--- config.mk ---
export PLATFORM = sky130hd
export DESIGN_NAME = seven_seg_scan_ctrl
export DESIGN_NICKNAME = d
export VERILOG_FILES = /design/src/rtl/seven_seg_scan_ctrl.sv
export SDC_FILE = /design/constraint.sdc
export NUM_CORES = 1
export LEC_CHECK = 0
export CAP_MARGIN = 20
export CORE_MARGIN = 3
export CORE_UTILIZATION = 25
export DETAILED_ROUTE_END_ITERATION = 10
export PLACE_DENSITY_LB_ADDON = 0.3
export SLEW_MARGIN = 20
export SYNTH_ARGS = -nofsm -noshare
export SYNTH_HDL_FRONTEND = slang
export SYNTH_SLANG_ARGS = --single-unit
--- constraint.sdc ---
create_clock -name clk -period 2.5 [get_ports clk]
set_clock_uncertainty 0.1 [all_clocks]
set_input_delay 0.5 -clock clk [delete_from_list [all_inputs] [get_ports clk]]
set_output_delay 0.5 -clock clk [all_outputs]
set_load 0.03 [all_outputs]
--- src/rtl/seven_seg_scan_ctrl.sv ---
// Multiplexed scan controller for a common-anode seven-segment display.
// Lights one digit at a time with a blank gap between digits; display updates only at frame boundaries.
module seven_seg_scan_ctrl #(
  parameter int unsigned DIGITS = 4,
  parameter int unsigned DIV    = 50000,
  parameter int unsigned BLANK  = 16
) (
  input  logic                  clk,
  input  logic                  rst,
  input  logic [4*DIGITS-1:0]   value_i,
  input  logic                  load_i,
  input  logic [DIGITS-1:0]     dp_mask_i,
  input  logic                  lz_blank_i,
  output logic [6:0]            seg_o,
  output logic                  dp_o,
  output logic [DIGITS-1:0]     an_o,
  output logic                  pending_o,
  output logic                  frame_done_o
);

  localparam int unsigned DW      = 4 * DIGITS;
  localparam int unsigned CNT_MAX = (DIV > BLANK) ? DIV : BLANK;
  localparam int unsigned CNT_W   = (CNT_MAX > 1) ? $clog2(CNT_MAX) : 1;
  localparam int unsigned IDX_W   = $clog2(DIGITS);

  typedef enum logic {
    SHOW = 1'b0,
    GAP  = 1'b1
  } phase_e;

  phase_e             phase_q, phase_d;
  logic [CNT_W-1:0]   cnt_q, cnt_d;
  logic [IDX_W-1:0]   idx_q, idx_d;
  logic [DW-1:0]      disp_q, disp_d;
  logic [DW-1:0]      pend_q, pend_d;
  logic               pending_q, pending_d;
  logic               wrap_q;
  logic [6:0]         seg_q, seg_d;
  logic               dp_q, dp_d;
  logic [DIGITS-1:0]  an_q, an_d;
  logic               frame_done_q;
  logic               boundary_c;
  logic [DIGITS-1:0]  lz_c;
  logic               zero_above;
  logic [3:0]         nib_c;

  // Standard active-low hex decode, bit order {g,f,e,d,c,b,a}
  function automatic logic [6:0] hex7(input logic [3:0] n);
    case (n)
      4'h0: hex7 = 7'h40;
      4'h1: hex7 = 7'h79;
      4'h2: hex7 = 7'h24;
      4'h3: hex7 = 7'h30;
      4'h4: hex7 = 7'h19;
      4'h5: hex7 = 7'h12;
      4'h6: hex7 = 7'h02;
      4'h7: hex7 = 7'h78;
      4'h8: hex7 = 7'h00;
      4'h9: hex7 = 7'h10;
      4'hA: hex7 = 7'h08;
      4'hB: hex7 = 7'h03;
      4'hC: hex7 = 7'h46;
      4'hD: hex7 = 7'h21;
      4'hE: hex7 = 7'h06;
      default: hex7 = 7'h0E;
    endcase
  endfunction

  always_ff @(posedge clk) begin
    if (rst) begin
      phase_q      <= SHOW;
      cnt_q        <= '0;
      idx_q        <= '0;
      disp_q       <= '0;
      pend_q       <= '0;
      pending_q    <= 1'b0;
      wrap_q       <= 1'b0;
      seg_q        <= 7'h7F;
      dp_q         <= 1'b1;
      an_q         <= '1;
      frame_done_q <= 1'b0;
    end else begin
      phase_q      <= phase_d;
      cnt_q        <= cnt_d;
      idx_q        <= idx_d;
      disp_q       <= disp_d;
      pend_q       <= pend_d;
      pending_q    <= pending_d;
      wrap_q       <= boundary_c;
      seg_q        <= seg_d;
      dp_q         <= dp_d;
      an_q         <= an_d;
      frame_done_q <= wrap_q;
    end
  end

  // Phase/digit sequencing; boundary_c marks the cycle where idx wraps to 0
  always_comb begin
    phase_d    = phase_q;
    cnt_d      = cnt_q + CNT_W'(1);
    idx_d      = idx_q;
    boundary_c = 1'b0;
    case (phase_q)
      SHOW: begin
        if (cnt_q == CNT_W'(DIV - 1)) begin
          cnt_d = '0;
          if (BLANK == 0) begin
            if (idx_q == IDX_W'(DIGITS - 1)) begin
              idx_d      = '0;
              boundary_c = 1'b1;
            end else begin
              idx_d = idx_q + IDX_W'(1);
            end
          end else begin
            phase_d = GAP;
          end
        end
      end
      default: begin
        if (cnt_q == CNT_W'(BLANK - 1)) begin
          cnt_d   = '0;
          phase_d = SHOW;
          if (idx_q == IDX_W'(DIGITS - 1)) begin
            idx_d      = '0;
            boundary_c = 1'b1;
          end else begin
            idx_d = idx_q + IDX_W'(1);
          end
        end
      end
    endcase
  end

  // Pending register; the boundary copy sees pend_q before any same-cycle load
  always_comb begin
    pend_d    = load_i ? value_i : pend_q;
    disp_d    = (boundary_c && pending_q) ? pend_q : disp_q;
    pending_d = pending_q;
    if (load_i) begin
      pending_d = 1'b1;
    end else if (boundary_c) begin
      pending_d = 1'b0;
    end
  end

  // lz_c[i] is set when digit i and every digit above it are zero
  always_comb begin
    lz_c       = '0;
    zero_above = 1'b1;
    for (int i = int'(DIGITS) - 1; i > 0; i--) begin
      zero_above = zero_above & (disp_q[4*i +: 4] == 4'h0);
      lz_c[i]    = zero_above;
    end
  end

  assign nib_c = disp_q[{idx_q, 2'b00} +: 4];

  always_comb begin
    seg_d = 7'h7F;
    dp_d  = 1'b1;
    an_d  = '1;
    if (phase_q == SHOW) begin
      an_d  = ~(DIGITS'(1) << idx_q);
      seg_d = (lz_blank_i && lz_c[idx_q]) ? 7'h7F : hex7(nib_c);
      dp_d  = ~dp_mask_i[idx_q];
    end
  end

  assign seg_o        = seg_q;
  assign dp_o         = dp_q;
  assign an_o         = an_q;
  assign pending_o    = pending_q;
  assign frame_done_o = frame_done_q;

endmodule

==> results of run 1 <==
==> synth_stat cells (all sizes together) (3+ instances only) <==
| cell type | count |
|---|---|
| ha | 11 |
| o221ai | 5 |
| inv | 12 |
| o21ai | 4 |
| xnor2 | 11 |
| mux2i | 36 |
| nor4 | 4 |
| nand4 | 3 |
| mux4 | 4 |
| buf | 4 |
| dfxtp | 66 |
| nor2 | 61 |
| or3 | 3 |
| nor3 | 6 |
| xor2 | 5 |
| nand2 | 21 |
| a21oi | 5 |
| clkbuf | 10 |
| and3 | 4 |
| nand3 | 5 |
==> routing by layer <==
layer,vias to the layer above,share of wire [%],GRT usage [%]
met2,49,43,14.53
li1,1101,-,-
met1,961,50,13.75
met3,7,5.0,2.460
met5,-,0,0
met4,0,1.5,4.808
==> cells by family (layout without fill, tap and decap cells) <==
| family | Yosys count | in the layout | synth area share [%] |
|---|---|---|---|
| fa+ha+maj | 11 | 11 | 4.787 |
| compound gates | 21 | 21 | 4.961 |
| flops | 66 | 66 | 45.95 |
| xor+xnor | 16 | 16 | 4.874 |
| simple gates | 117 | 117 | 19.23 |
| buf+inv | 26 | 70 | 3.742 |
| mux | 42 | 42 | 16.45 |
==> critical path, cell delays in order (launching register included) <==
cell,delay [ns]
dfxtp_1,0.34
or4_4,0.56
nor3b_4,0.31
nand4_4,0.38
mux2i_1,0.27
nor2_1,0.05
==> stage by stage <==
| step | hold slack, ns | utilization [%] | power (mW) | area, µm² | setup slack (ns) |
|---|---|---|---|---|---|
| final | 0.3370 | 33.52 | 2.460 | 3697 | 0.3557 |
| after global routing | 0.3519 | 33.52 | 2.558 | 3697 | 0.1806 |
| after global placement | 0.3221 | 30.85 | 1.255 | 3403 | 0.3751 |
| after floorplan | 0.3129 | - | 1.184 | 2875 | 0.1584 |
| after detailed placement | 0.3309 | 30.85 | 1.257 | 3403 | 0.3472 |
| after CTS | 0.3387 | 33.52 | 2.504 | 3697 | 0.3386 |
==> final cells by class <==
type | instances | area (µm²) | area share [%]
well taps | 140 | 175.2 | 4.738
repair buffers | 43 | 415.4 | 11.24
clock buffers | 10 | 239.0 | 6.464
flip-flops and latches | 66 | 1321 | 35.74
multi-input cells | 207 | 1446 | 39.12
clock inverters | 5 | 55.05 | 1.489
inverters | 12 | 45.04 | 1.218
==> flip-flops by register name, indices dropped and copies added, names as in the netlist <==
signal	flops
pend_q	16
idx_q	2
frame_done_o	1
an_o	4
cnt_q	16
dp_o	1
pending_o	1
disp_q	16
phase_q	1
seg_o	7
wrap_q	1
==> how the worst max path moves through the flow <==
stage / to / depth (start not counted)
floorplan: seg_o[0] / 9
global placement: cnt_q[9] / 6
detailed placement: cnt_q[10] / 6
CTS: cnt_q[9] / 6
global route: disp_q[11] / 5
finish: disp_q[6] / 5
==> where the power goes <==
group	switching [mW]	internal, mW
sequential	0.0145	1.08
combinational	0.0638	0.0733
clock	0.440	0.788
total	0.518	1.94
==> out/metrics.csv, run 1 <==
metric;value;unit
Final nets;374;
commonest non-fill, non-tap cells in the layout;dfxtp_1, nor2_1, clkdlybuf4s50_1;
maximum VDD drop;325.0;µV
Clock transition at path regs;0.05;ns
register-to-register setup slack;0.36;ns
top cell type's share of synthesized area;45.95;%
DRC viols;0;
number of diodes;0;
gpl congestion;0.8340;
port buffer count;37;
HPWL Detailed;4.249;mm
Cell Area, Synth;0.002875;mm²
relative slew slack;65.70;%
Die Ht;113.2;µm
Final Non-Filler Cells;483;
core footprint;0.01103;mm²
DRT antenna net count;0;
first-pass GRT wire length;10.16;mm
hold path cells;1;
RSZ-0062 raised after global routing;false;
Crit. Startpoint;cnt_q[9];
Root Driver;clkbuf_16;
Netlist cell types;39;
setup repair bufs after CTS;0;
outcome;finished, final reports clean;
Post-CTS Hold Buffers;0;
DR vias;2118;
total of max-cap violations;0;
gr usage total;9.970;%
final setup vio count;0;
crit-path max FO;16;
FP Rows;38;
sequential share of the synthesized area;45.95;%
Vias/cell;4.385;
fin. max-slew vios;0;
syn avg cell area;9.616;µm²
Skew-Pair Late Insertion Delay;0.32;ns
setup TNS;0;ns
Period Utilization, post-route;85.77;%
fmax;0.4664;GHz
die width;113.2;µm
PD cells;665.4;mW/mm²
hold wc startpoint;cnt_q[0];
Hold EP;cnt_q[0];
DR pass1 iterations;4;
# resized after CTS;0;
Worst Max-Slew Pin Slew;0.5145;ns
min Tclk post-route;2.144;ns
FILL cells;1160;
clk sinks;66;
post-synth net total;334;
Crit path required time;2.60;ns
startpoint types;register;
initial antenna violation count;0;
WS Path Type;register to register;
largest net degree at the start of global routing;33;
area delta synth->final;28.59;%
clk buf depth;2;
I/O pin count;38;
Post-Route WL;5.835;mm
layout cells sized above 1;9.038;%
Worst R2R Start;cnt_q[9];
crit end category;register;
most common cell after layout, fill and taps aside;dfxtp_1;
worst r2r path cells;5;
Synth area leader;dfxtp_1;
final hold violation count;0;
type of the most critical hold path;register to register;
starting DRC count in detailed routing;116;
total grt overflow;0;
CP Data Arrival Time;2.25;ns
Cells after Synth;299;
Starting Density;26.07;%
Ys Warns;0;
placed cells;468;
Static Leak;1.527;nW
total CTS buffers;9;
TritonCTS clock tree;done;
ys async rst share;0;%
reg2reg end;disp_q[6];
dominant cells by area after synthesis;dfxtp_1, mux2i_1, nor2_1;
H-tree lvl count;3;
number of synthesized register bits;66;
mean routed wirelength per cell;12.08;µm
number of synthesized flops with an enable pin;0;
die footprint;0.01282;mm²
number of global-route vias before repair;2035;
predominant post-synthesis flop cell;dfxtp_1;
(Power assumes the default switching activity.)
==> run 2, diff against run 1 <==
--- a/config.mk
+++ b/config.mk
@@ -6,6 +6,8 @@
 export NUM_CORES = 1
 export LEC_CHECK = 0
 export CAP_MARGIN = 20
+export CELL_PAD_IN_SITES_DETAIL_PLACEMENT = 0
+export CELL_PAD_IN_SITES_GLOBAL_PLACEMENT = 1
 export CORE_MARGIN = 3
 export CORE_UTILIZATION = 25
 export DETAILED_ROUTE_END_ITERATION = 10
==> out/metrics.csv, run 2 (same netlist as run 1, synthesis figures left out) <==
metric;value;unit;change
slowest stage cell on the critical path;or4_4;;
Die Ht;113.2;µm;unchanged
top routing layer in use;met4;;
max incr delay on CP;0.56;ns;about the same
Worst Max-Slew Pin Slew;0.5099;ns;-0.004638 ns
total of max-cap violations;0;;unchanged
worst r2r path cells;5;;unchanged
relative slew slack;66.01;%;+0.31 points
hold path cells;1;;unchanged
number of diodes;0;;unchanged
Final Non-Filler Cells;484;;+0.21%
die footprint;0.01282;mm²;unchanged
Largest regs;cnt_q x16, disp_q x16, pend_q x16;;
Vias/cell;4.378;;-0.16%
hold wc startpoint;cnt_q[0];;
crit-path max FO;16;;unchanged
crit end category;register;;
total CTS buffers;9;;unchanged
RSZ-0062 raised after global routing;false;;
met2 wire length;2.542;mm;+0.63%
Root Driver;clkbuf_16;;
Final nets;374;;unchanged
startpoint types;register;;
final hold violation count;0;;unchanged
die width;113.2;µm;unchanged
commonest non-fill, non-tap cells in the layout;dfxtp_1, nor2_1, clkdlybuf4s50_1;;
outcome;finished, final reports clean;;
Starting Density;26.07;%;unchanged
mean routed wirelength per cell;12.38;µm;+2.5%
Skew-Pair Late Insertion Delay;0.32;ns;about the same
setup repair bufs after CTS;0;;unchanged
number of global-route vias before repair;2090;;+2.7%
Post-Route WL;5.994;mm;+2.7%
largest net degree at the start of global routing;23;;-30%
delay-heaviest family, CP;simple AND/OR/NAND/NOR gates;;
reg2reg end;disp_q[8];;
fin. max-slew vios;0;;unchanged
Post-Route M1 WL;3.094;mm;+5.7%
fmax;0.4681;GHz;+0.38%
clk sinks;66;;unchanged
type of the most critical hold path;register to register;;
Crit path required time;2.61;ns;about the same
layout cells sized above 1;8.721;%;-0.32 points
min Tclk post-route;2.136;ns;-0.008182 ns
HPWL Detailed;4.362;mm;+2.7%
post-route cell area;0.003701;mm²;+0.10%
first-pass GRT wire length;10.47;mm;+3.1%
initial antenna violation count;0;;unchanged
met3 routed WL;284;µm;-3.1%
CP cell instances;or4_4 > nor3b_4 > nand4_4 > mux2i_1 > nor2_1;;
maximum VDD drop;258.0;µV;-21%
setup TNS;0;ns;unchanged
most common cell after layout, fill and taps aside;dfxtp_1;;
Static Leak;1.530;nW;+0.16%
CP Data Arrival Time;2.25;ns;about the same
gr usage total;10.18;%;+0.21 points
# resized after CTS;0;;unchanged
placed cells;468;;unchanged
Clock transition at path regs;0.05;ns;about the same
placed cell areas;0.003403;mm²;unchanged
port buffer count;37;;unchanged
clk buf depth;2;;unchanged
Worst Path Buf+Inv;0;;unchanged
DR vias;2119;;+0.047%
H-tree lvl count;3;;unchanged
WS Path Type;register to register;;
DRT antenna net count;0;;unchanged
starting DRC count in detailed routing;76;;-34%
gpl congestion;0.7527;;-9.7%
Post-CTS Hold Buffers;0;;unchanged
total grt overflow;0;;unchanged
FP Rows;38;;unchanged
I/O pin count;38;;unchanged
area delta synth->final;28.72;%;
TritonCTS clock tree;done;;
Period Utilization, post-route;85.44;%;-0.33 points
Crit. Startpoint;cnt_q[9];;
Worst R2R Start;cnt_q[9];;
DRC viols;0;;unchanged
core footprint;0.01103;mm²;unchanged
CP Depth;5;;unchanged
Hold EP;cnt_q[0];;
final setup vio count;0;;unchanged
PD cells;668.1;mW/mm²;+0.41%
DR pass1 iterations;4;;unchanged
register-to-register setup slack;0.36;ns;about the same
run 2: cell count changes in the layout (fill, tap and decap cells not counted):
cell | before | now
clkinvlp_4 | 2 | 1
clkinv_4 | 0 | 1
clkinv_2 | 2 | 1
clkbuf_1 | 0 | 2
run 2: area by class of cell:
cell class              instances  area (µm²)
repair buffers                 43       415.4
well taps                     140       175.2
multi-input cells             207        1446
clock inverters                 4       51.30
clock buffers                  12       246.5
inverters                      12       45.04
fillers                      1151        7330
flip-flops and latches         66        1321
run 2: metrics by stage:
step           hold slack [ns]  worst slack, ns  utilization [%]  power [mW]
2_1_floorplan           0.3129           0.1584                -       1.184
3_3_place_gp            0.3246           0.3746            30.85       1.256
3_5_place_dp            0.3313           0.3399            30.85       1.256
4_1_cts                 0.3400           0.3343            33.55       2.524
5_1_grt                 0.3659           0.1300            33.55       2.582
6_report                0.3354           0.3639            33.55       2.473
run 2: report_power, final:
part	internal [mW]	switching, mW
Combinational	0.0731	0.0631
Sequential	1.08	0.0144
Clock	0.799	0.443
run 2: worst max-delay path by stage:
| stage | to | slack (ns) |
|---|---|---|
| final | disp_q[8] | 0.36 |
| after global routing | cnt_q[6] | 0.13 |
| after CTS | disp_q[8] | 0.33 |
| after detailed placement | disp_q[8] | 0.34 |
| after global placement | disp_q[6] | 0.37 |
| after floorplan | seg_o[0] | 0.16 |
run 2: layer usage:
metal	GRT usage, %	vias to the layer above
li1	-	1103
met3	3.316	4
met4	3.606	0
met5	0	-
met2	14.61	47
met1	14.27	965
run 2: worst register-to-register path, cell delays in order, from the launching register on:
cell	delay [ns]
dfxtp_1	0.34
or4_4	0.56
nor3b_4	0.31
nand4_4	0.38
mux2i_1	0.28
nor2_1	0.05
==> run 3, diff against run 2 <==
==> constraint.sdc (replaced) <==
create_clock -name clk -period 2.1 [get_ports clk]
set_clock_uncertainty 0.1 [all_clocks]
set_input_delay 0.42 -clock clk [delete_from_list [all_inputs] [get_ports clk]]
set_output_delay 0.42 -clock clk [all_outputs]
set_load 0.03 [all_outputs]
==> out/metrics.csv, run 3 (same netlist as run 1, synthesis figures left out) <==
metric;value;unit;change
outcome;finished, final reports clean;;
final hold violation count;0;;unchanged
starting DRC count in detailed routing;82;;+7.9%
gr usage total;10.23;%;+0.047 points
register-to-register setup slack;0.11;ns;-0.25 ns
CP Data Arrival Time;2.10;ns;-0.15 ns
met3 Track Usage GR;3.209;%;-0.11 points
number of global-route vias before repair;2060;;-1.4%
total of max-cap violations;0;;unchanged
relative slew slack;76.72;%;+11 points
type of the most critical hold path;register to register;;
largest net degree at the start of global routing;33;;+43%
Die Ht;113.2;µm;unchanged
clk buf depth;2;;unchanged
Vias/cell;4.371;;-0.16%
Starting Density;26.07;%;unchanged
DR pass1 iterations;4;;unchanged
gpl congestion;0.7499;;-0.37%
area delta synth->final;32.29;%;
maximum VDD drop;341.5;µV;+32%
placed cells;474;;+1.3%
total CTS buffers;9;;unchanged
final setup margin;0.1119;ns;-0.2520 ns
GR peak layer;met2;;
DRT antenna net count;0;;unchanged
commonest non-fill, non-tap cells in the layout;dfxtp_1, nor2_1, clkdlybuf4s50_1;;
WS Path Type;register to register;;
dpl ws;0.02515;ns;-0.3147 ns
setup TNS;0;ns;unchanged
first-pass GRT wire length;10.41;mm;-0.59%
HPWL Detailed;4.351;mm;-0.25%
clk sinks;66;;unchanged
mean routed wirelength per cell;12.34;µm;-0.37%
die width;113.2;µm;unchanged
final hold slack;0.3311;ns;-0.004358 ns
Skew-Pair Late Insertion Delay;0.33;ns;about the same
fin. max-slew vios;0;;unchanged
crit end category;register;;
port buffer count;37;;unchanged
Final nets;383;;+2.4%
I/O pin count;38;;unchanged
Clock transition at path regs;0.06;ns;about the same
Post-Route WL;6.083;mm;+1.5%
placed cell areas;0.003476;mm²;+2.1%
Crit path required time;2.21;ns;-0.40 ns
Largest regs;cnt_q x16, disp_q x16, pend_q x16;;
RSZ-0062 raised after global routing;true;;
Root Driver;clkbuf_16;;
layout cells sized above 1;12.75;%;+4.0 points
PnR Total Power;2.985;mW;+21%
most common cell after layout, fill and taps aside;dfxtp_1;;
Post-CTS Hold Buffers;0;;unchanged
crit-path max FO;16;;unchanged
H-tree lvl count;3;;unchanged
min Tclk post-route;1.988;ns;-0.1480 ns
core footprint;0.01103;mm²;unchanged
FILL cells;1160;;+0.78%
DRC viols;0;;unchanged
initial antenna violation count;0;;unchanged
Period Utilization, post-route;94.67;%;+9.2 points
met1 GRT Util;14.37;%;+0.094 points
Static Leak;1.589;nW;+3.9%
PD cells;784.8;mW/mm²;+17%
FP Rows;38;;unchanged
startpoint types;register;;
final setup vio count;0;;unchanged
GR Util met2;14.49;%;-0.12 points
die footprint;0.01282;mm²;unchanged
Final Non-Filler Cells;493;;+1.9%
number of diodes;0;;unchanged
total grt overflow;0;;unchanged
post-route cell area;0.003804;mm²;+2.8%
DR vias;2155;;+1.7%
TritonCTS clock tree;done;;
fmax;0.5030;GHz;+7.4%
Worst Max-Slew Pin Slew;0.3460;ns;-0.1639 ns
fin util;34.48;%;+0.93 points
-- run 3: per-layer routing --
metal	up-vias	wire [µm]
met2	43	2574
li1	1126	-
met4	0	70
met3	5	257
met5	-	0
met1	981	3180
-- run 3: power breakdown --
part / switching (mW) / total, mW / internal (mW)
registers: 0.0172 / 1.30 / 1.29
logic: 0.0771 / 0.169 / 0.0920
clock network: 0.585 / 1.51 / 0.928
-- run 3: path summary, 6_finish.rpt --
path,start,end,depth (start not counted)
worst max register to register,cnt_q[14],disp_q[4],7
worst max-delay path,cnt_q[14],disp_q[4],7
worst min-delay path,wrap_q,frame_done_o,1
worst min register to register,wrap_q,frame_done_o,1
-- run 3: cell type report --
class	count	area [µm²]	share of cell area, %
Tap cell	140	175.2	4.605
Inverter	12	45.04	1.184
Clock buffer	9	225.2	5.921
Sequential cell	66	1323	34.77
Timing Repair Buffer	52	508.0	13.36
Multi-Input combinational cell	207	1450	38.12
Clock inverter	7	77.57	2.039
-- run 3: what timing repair did --
| item | in CTS | in global routing |
|---|---|---|
| setup buffers | 0 | 3 |
| gates resized for setup | 0 | 2 |
| endpoints found under the hold margin | 0 | 0 |
| endpoints found under the setup margin | 0 | 2 |
-- run 3: critical path, cell delays in order, from the launching register on --
cell and delay (ns):
dfxtp_2 0.34, or4_4 0.53, nor3b_4 0.24, buf_4 0.16, nand4_4 0.11, buf_12 0.18, mux2i_1 0.16, nor2_1 0.05
